===== config.mk =====
export PLATFORM = sky130hd
export DESIGN_NAME = frame_buffer_sched
export DESIGN_NICKNAME = d
export VERILOG_FILES = /design/src/rtl/frame_buffer_sched.sv
export SDC_FILE = /design/constraint.sdc
export NUM_CORES = 1
export LEC_CHECK = 0
export ABC_AREA = 1
export CORE_ASPECT_RATIO = 1.1
export CORE_MARGIN = 3
export CORE_UTILIZATION = 38
export CTS_CLUSTER_DIAMETER = 40
export DETAILED_ROUTE_END_ITERATION = 7
export GPL_ROUTABILITY_DRIVEN = 1
export PLACE_DENSITY = 0.6
export SETUP_SLACK_MARGIN = 0.15
export SLEW_MARGIN = 20
export SYNTH_ARGS = -nofsm -noshare
export SYNTH_HDL_FRONTEND = slang
export SYNTH_SLANG_ARGS = --single-unit

===== constraint.sdc =====
create_clock -name clk -period 11.05 [get_ports clk]
set_clock_uncertainty 0.1 [all_clocks]
set_input_delay 2.21 -clock clk [delete_from_list [all_inputs] [get_ports clk]]
set_output_delay 2.21 -clock clk [all_outputs]
set_load 0.005 [all_outputs]

===== src/rtl/frame_buffer_sched.sv =====
// Ping-pong snapshot scheduler: serially copies game records into the back bank on a game tick
// and swaps banks only at vblank start. Optional statistics counters under FRAME_SCHED_STATS_EN.
module frame_buffer_sched #(
    parameter int NUM_ENTRIES = 10,
    parameter int DATA_W      = 38,
    parameter int AW          = $clog2(NUM_ENTRIES)
) (
    input  logic              clk,
    input  logic              rst_n,
    input  logic              game_tick,
    input  logic              vs,
    output logic              src_rd_en,
    output logic [AW-1:0]     src_addr,
    input  logic [DATA_W-1:0] src_data,
    input  logic [AW-1:0]     rd_addr,
    output logic [DATA_W-1:0] rd_data,
    output logic              front_bank,
    output logic              swap_pulse,
    output logic              busy,
    output logic              overrun,
    output logic [15:0]       swap_cnt,
    output logic [7:0]        drop_cnt
);

    localparam int                CW       = $clog2(NUM_ENTRIES + 1);
    localparam logic [CW-1:0]     CNT_LAST = CW'(NUM_ENTRIES);
    localparam logic [AW:0]       RD_LIMIT = (AW + 1)'(NUM_ENTRIES);
    localparam logic [DATA_W-1:0] DEF_REC  = DATA_W'({10'd700, 10'd700, 9'd500, 9'd500});

    typedef enum logic [1:0] {IDLE, COPY, READY} state_t;

    state_t            state, next_state;
    logic [CW-1:0]     cnt;
    logic              tick_s1, tick_s2, tick_d, vs_d, pend;
    logic              tick_evt, vblank_evt, overrun_evt, restart_evt, wr_en;
    logic [AW-1:0]     wr_idx;
    logic [DATA_W-1:0] bank [2][NUM_ENTRIES];

    assign tick_evt    = tick_s2 & ~tick_d;
    assign vblank_evt  = vs_d & ~vs;
    assign overrun_evt = (state == COPY) && tick_evt && pend;
    // A tick in READY without a coincident vblank discards the stale back bank.
    assign restart_evt = (state == READY) && tick_evt && !vblank_evt;
    assign wr_idx      = AW'(cnt - CW'(1));

    always_ff @(posedge clk) begin
        if (!rst_n) begin
            tick_s1 <= 1'b0;
            tick_s2 <= 1'b0;
            tick_d  <= 1'b0;
            vs_d    <= 1'b0;
        end else begin
            tick_s1 <= game_tick;
            tick_s2 <= tick_s1;
            tick_d  <= tick_s2;
            vs_d    <= vs;
        end
    end

    always_ff @(posedge clk) begin
        if (!rst_n) state <= IDLE;
        else        state <= next_state;
    end

    always_comb begin
        next_state = state;
        case (state)
            IDLE:  if (tick_evt) next_state = COPY;
            COPY:  if (cnt == CNT_LAST) next_state = READY;
            READY: begin
                if (vblank_evt)    next_state = (pend || tick_evt) ? COPY : IDLE;
                else if (tick_evt) next_state = COPY;
            end
            default: next_state = IDLE;
        endcase
    end

    always_comb begin
        src_rd_en  = 1'b0;
        src_addr   = '0;
        swap_pulse = 1'b0;
        wr_en      = 1'b0;
        case (state)
            COPY: begin
                src_rd_en = (cnt != CNT_LAST);
                src_addr  = (cnt != CNT_LAST) ? AW'(cnt) : '0;
                wr_en     = (cnt != '0);
            end
            READY:   swap_pulse = vblank_evt;
            default: ;
        endcase
    end

    always_ff @(posedge clk) begin
        if (!rst_n) begin
            cnt        <= '0;
            pend       <= 1'b0;
            front_bank <= 1'b0;
            busy       <= 1'b0;
            overrun    <= 1'b0;
        end else begin
            busy    <= (next_state == COPY);
            overrun <= overrun | overrun_evt;
            if (state == COPY && cnt != CNT_LAST) cnt <= cnt + CW'(1);
            else if (state != COPY)               cnt <= '0;
            if (swap_pulse) front_bank <= ~front_bank;
            if (state == COPY && tick_evt && !pend)                pend <= 1'b1;
            else if (state == READY && (vblank_evt || restart_evt)) pend <= 1'b0;
        end
    end

    // Writes only ever target the back bank; the front bank changes solely by swapping.
    always_ff @(posedge clk) begin
        if (!rst_n) begin
            for (int b = 0; b < 2; b++)
                for (int i = 0; i < NUM_ENTRIES; i++)
                    bank[b][i] <= DEF_REC;
        end else if (wr_en) begin
            bank[~front_bank][wr_idx] <= src_data;
        end
    end

    always_comb begin
        rd_data = '0;
        if ({1'b0, rd_addr} < RD_LIMIT) rd_data = bank[front_bank][rd_addr];
    end

`ifdef FRAME_SCHED_STATS_EN
    always_ff @(posedge clk) begin
        if (!rst_n) begin
            swap_cnt <= '0;
            drop_cnt <= '0;
        end else begin
            if (swap_pulse) swap_cnt <= swap_cnt + 16'd1;
            if ((overrun_evt || restart_evt) && drop_cnt != 8'hFF) drop_cnt <= drop_cnt + 8'd1;
        end
    end
`else
    assign swap_cnt = '0;
    assign drop_cnt = '0;
`endif

endmodule


Yosys cells after proc, flatten, opt, wreduce, memory -nomap -nowiden. Memory sizes are Yosys's and may differ from the RTL's. A register that Yosys moved wholly into a read port is not among the register bits. Cells that the tools add are included.

Output and inout bits: 71. Bits in registers: 14. Bits in writable memories: 760. Memories: 1. Input port bits: 46.

Bitwise operators: 8. Equality and inequality tests: 6. Reduce and logical (&&, ||, !) cells: 17. Mux-type cells: 29. $lt $le $gt $ge: 4. $add $sub $neg: 2.

Memories: bank (depth 2, bits a word 380, rd ports 1, clocked after Yosys merged registers in 1, wr ports 2, RTL line 37) `logic [DATA_W-1:0] bank [2][NUM_ENTRIES];`.

Operators by type and width (count): 380-bit 2-to-1 mux (3); 380-bit OR reduction (1); 38-bit binary-select mux with 4-bit select (1); 38-bit demux with 4-bit select (1); 38-bit 2-to-1 mux (4); 4-bit 2-to-1 mux (4); 1-bit 2-to-1 mux (12); 5-bit greater-or-equal comparator, second input constant (2); 4-bit inverter with 5-bit output (2); 1-bit logical AND (8); 2-bit 2-to-1 mux (3); 2-bit case mux with 3 select lines (1); 5-bit by 1-bit < comparator with 1-bit output, second input constant (1); 4-bit by 1-bit adder with 4-bit output, second input constant (1); 2-bit by 1-bit equality test with 1-bit output, second input constant (2); 4-bit equality test, second input constant (1); 4-bit < comparator, second input constant (1); 4-bit != test, second input constant (1); 2-bit nonzero test (2); 4-bit nonzero test (1); 4-bit by 1-bit subtractor with 4-bit output, second input constant (1); 1-bit inverter (3); 1-bit AND (2); 2-bit equality test, second input constant (1); other kinds (5) (7).

Logic depth before layout (Yosys ltp).
Depth in word-level cells: 9. Gate-level depth with buffers: 13.

Least setup slack after synthesis. Ideal clock, no wire load.

Path kind: in2out. From: input rd_addr[0]. To: output rd_data[10]. Buffers on the path: 4. Data required time: 8740 ps. Arrival time: 3431 ps. Stages on the path: 8. Path slack: 5309 ps. Cell sequence: buf_2 > clkbuf_1 > buf_2 > clkbuf_1 > o21ai_0 > o32ai_1 > nand2_1 > nand2_1.

Word-level cells in the longest chain between the ends: 5. Elaborated cells between the ends (all ways): 6. Classes of those cells: order compare: 1; mux: 4; bitwise: 1.

Ends and longest elaborated chain: start: declaration (RTL line 15) `input logic [AW-1:0] rd_addr,`; 4-bit inverter with 5-bit output (implied by the code) (RTL line 125) `if ({1'b0, rd_addr} < RD_LIMIT) rd_data = bank[front_bank][rd_addr];`; 38-bit binary-select mux with 4-bit select (RTL line 125); 38-bit 2-to-1 mux (implied by the code) (2 in series) (RTL line 125); 38-bit 2-to-1 mux (*) (RTL line 125); end: declaration (RTL line 16) `output logic [DATA_W-1:0] rd_data,`.

Every way passes the cells marked *; elsewhere a longest branch is shown, timed or not. The select of a mux whose other input is x is not followed.

Final worst setup path.
From: input rd_addr[0]. To: output rd_data[22].

Same word-level chain as after synthesis.

==> impl_metrics.toml <==
[worst_hold_path]
holdCritPathClass = "register to register"
hold-path-cell-count = 2

[clocking]
clock-root-buffer = "clkbuf_16"
post_cts_buffers = 0
cts_tree = "yes"
cts_resized = 0
cts_hold_buf = 0
htreeDepth = 3
cts_buffers = 109
clock-sinks = 775
cts.clk_slew.worst_paths_ns = 0.05
cts_buffer_depth = 3
clk_latency_ns = 0.65

[place]
port_buffers = 92
gp_congestion = 0.788
dpl.hpwl_um = 53000
post-place-cells = 4239

[routing]
drtPass1Iterations = 7
drtIter0Drc = 2622
wl_um = 102000
wire_per_inst_um = 22.9
dr_total_vias = 24000
postRouteAntennaNets = 0
drc = 0
viasPerCell = 5.41

[layout]
postLayoutCoreUtil_pct = 44.5
regArea_um2 = 23100
fillerInstances = 8091
num-nets-final = 3243
syn2layout_area_growth_pct = 15.7
multi_input_area_um2 = 9410
stdcell_count = 4438
drive_gt1_share_pct = 8.51

[pwr]
switching_share_pct = 22.4
p_switching_uw = 1590
power.density_nw_per_um2 = 180
power_uw = 7100
leakage_uw = 0.0127
comb_power_share_pct = 5.1
p_seq_share_pct = 46.3
p_clk_share_pct = 48.6
ir_drop_mv = 0.125
internal_power_uw = 5510

[yosys]
yosys_warnings = 0
avgSynthCellArea_um2 = 10.7
yosys.cell_count.top_type = "edfxtp_1"
syn_inst = 3177
synth_top_area_cell = "edfxtp_1"
seq_area_frac_synth_pct = 68.0
netlist_area_um2 = 34000
synth-async-reset-ratio_pct = 0
netlist.area_leader.share_pct = 67.1
synth_common_cells = "edfxtp_1, nor2_1, nand2_1, o21ai_0, clkbuf_1"
synth-edff-count = 760
yosys.cell_types.count = 34
synth.ff_latch_count = 775
ys.flop_type = "edfxtp_1"
yosys-top-cells-area = "edfxtp_1, nor2_1, o21ai_0"

[timing]
final.period_utilization_pct = 67.0
slew_viol_final = 0
finalSetupViolCount = 0
max_slew.worst_pin.slew_ns = 1.16
fmax_ghz = 0.135
rsz0062_at_grt = "no"
finalHoldViolations = 0
period_needed_ns = 7.41
slew_headroom_pct = 22.3
hold_ws_ns = 0.307
final.setup.tns_ns = 0

[grt]
gr-usage-all-layers_pct = 21.4
grt_max_degree = 233
grt_pass1_wl_um = 150000
globalRoute.totalOverflow = 0
grt_pass1_vias = 23300
antenna_found_initial = 1

[setup_path]
reg2reg_depth = 12
critPathTopFamily = "buffers and inverters"
worstSetupPathType = "input pin to primary output"
r2r-start = "cnt[0]"
worst_ep_required_time_ns = 8.74
crit_slowest_cell = "buf_12"
worstPathArrival_ns = 5.10
crit_top_cell = "nand2_1"
worst-path-stages = 11
crit_path_end = "rd_data[22]"
cp-startpoint = "rd_addr[0]"
path_cells = "buf_8 > buf_12 > o21ai_0 > o21ai_0 > nand2_1 > nand2_1 > inv_1 > nand2_1 > nand2_1 > nand2_1 > clkdlybuf4s50_1"
max_stage_delay_ns = 0.66
end_kind = "primary output"
critPathLaunchType = "input pin"
reg2reg_slack_ns = 6.18
crit_buf_inv = 4
r2r_end = "bank[0][108]"
worstPathMaxFanout = 182

[die]
start_util_pct = 38.5
die_x_um = 291
io_pins = 117
die_h_um = 320
fp.dieArea_um2 = 93100
num_rows = 114
core_area_um2 = 88300

[run]
maxCapViolations = 0

[status]
status = "completed"
==> stage by stage <==
stage          instance area, µm²  setup WS (ns)
2_1_floorplan               34100           5.31
3_3_place_gp                35700           3.75
5_1_grt                     39300           3.41
4_1_cts                     39300           3.70
3_5_place_dp                35700           3.71
6_report                    39300           3.64
==> tightest hold or removal path, cell delays in order, from the launching register on <==
cell and delay [ns]:
dfxtp_1 0.30, nand2_1 0.04, inv_1 0.04
==> power groups by stage <==
stage / Sequential [µW] / Clock (µW) / Combinational [µW]
6_report: 3280 / 3450 / 364
2_1_floorplan: 3340 / 0 / 195
5_1_grt: 3290 / 3610 / 396
3_5_place_dp: 3340 / 0 / 363
3_3_place_gp: 3340 / 0 / 362
4_1_cts: 3290 / 3480 / 365
==> worst min path at each step <==
stage	from	endpoint	slack (ns)
floorplan	tick_s1	tick_s2	0.29
global placement	tick_s1	tick_s2	0.30
detailed placement	tick_s1	tick_s2	0.30
CTS	tick_s1	tick_s2	0.31
global route	tick_s1	tick_s2	0.33
finish	tick_s1	tick_s2	0.31
==> cell type report <==
cell class | count | area share [%]
Clock inverter | 73 | 1.96
Multi-Input combinational cell | 2048 | 23.9
Clock buffer | 125 | 7.20
Timing Repair Buffer | 136 | 3.23
Antenna cell | 1 | 0.00636
Inverter | 120 | 1.16
Sequential cell | 775 | 58.8
Tap cell | 1160 | 3.69
==> state kept, by name, summed over array words and instances, names as in the netlist, named ones only <==
| signal | cells |
|---|---|
| tick_s2 | 1 |
| bank | 760 |
| cnt | 4 |
| front_bank | 1 |
| state | 2 |
| pend | 1 |
| vs_d | 1 |
| overrun | 1 |
| tick_s1 | 1 |
| tick_d | 1 |
| busy | 1 |
==> cells in the final DEF, fill, tap and decap left out, types with 16 or more instances in the layout <==
| cell | instances |
|---|---|
| clkinv_1 | 30 |
| clkbuf_16 | 111 |
| nand2_1 | 532 |
| o21ai_0 | 422 |
| clkinv_2 | 16 |
| o32ai_1 | 38 |
| nor2_1 | 737 |
| nor2_4 | 19 |
| buf_4 | 42 |
| inv_1 | 101 |
| conb_1 | 24 |
| clkdlybuf4s50_1 | 89 |
| o211ai_1 | 78 |
| nand3_1 | 133 |
| edfxtp_1 | 760 |
==> layer usage <==
metal | up-vias | global-route usage (%) | routed length (µm) | share of wire (%)
met1 | 11900 | 29.0 | 41800 | 41
met2 | 1025 | 35.3 | 48700 | 48
met4 | 0 | 6.89 | 2790 | 2.7
li1 | 10900 | - | - | -
met5 | - | 0 | 0 | 0
met3 | 176 | 3.67 | 8330 | 8.2
==> logic make-up (layout without fill, tap and decap cells) <==
family / Yosys count / after routing / share of synthesized area (%)
DFF: 775 / 775 / 68.0
and+or+nand+nor: 1460 / 1460 / 17.4
adders and majority gates: 7 / 7 / 0.258
AOI/OAI and AO/OA: 557 / 557 / 9.27
buffers and inverters: 377 / 454 / 5.05
other: 1 / 25 / 0.0110
(Power assumes the default switching activity.)
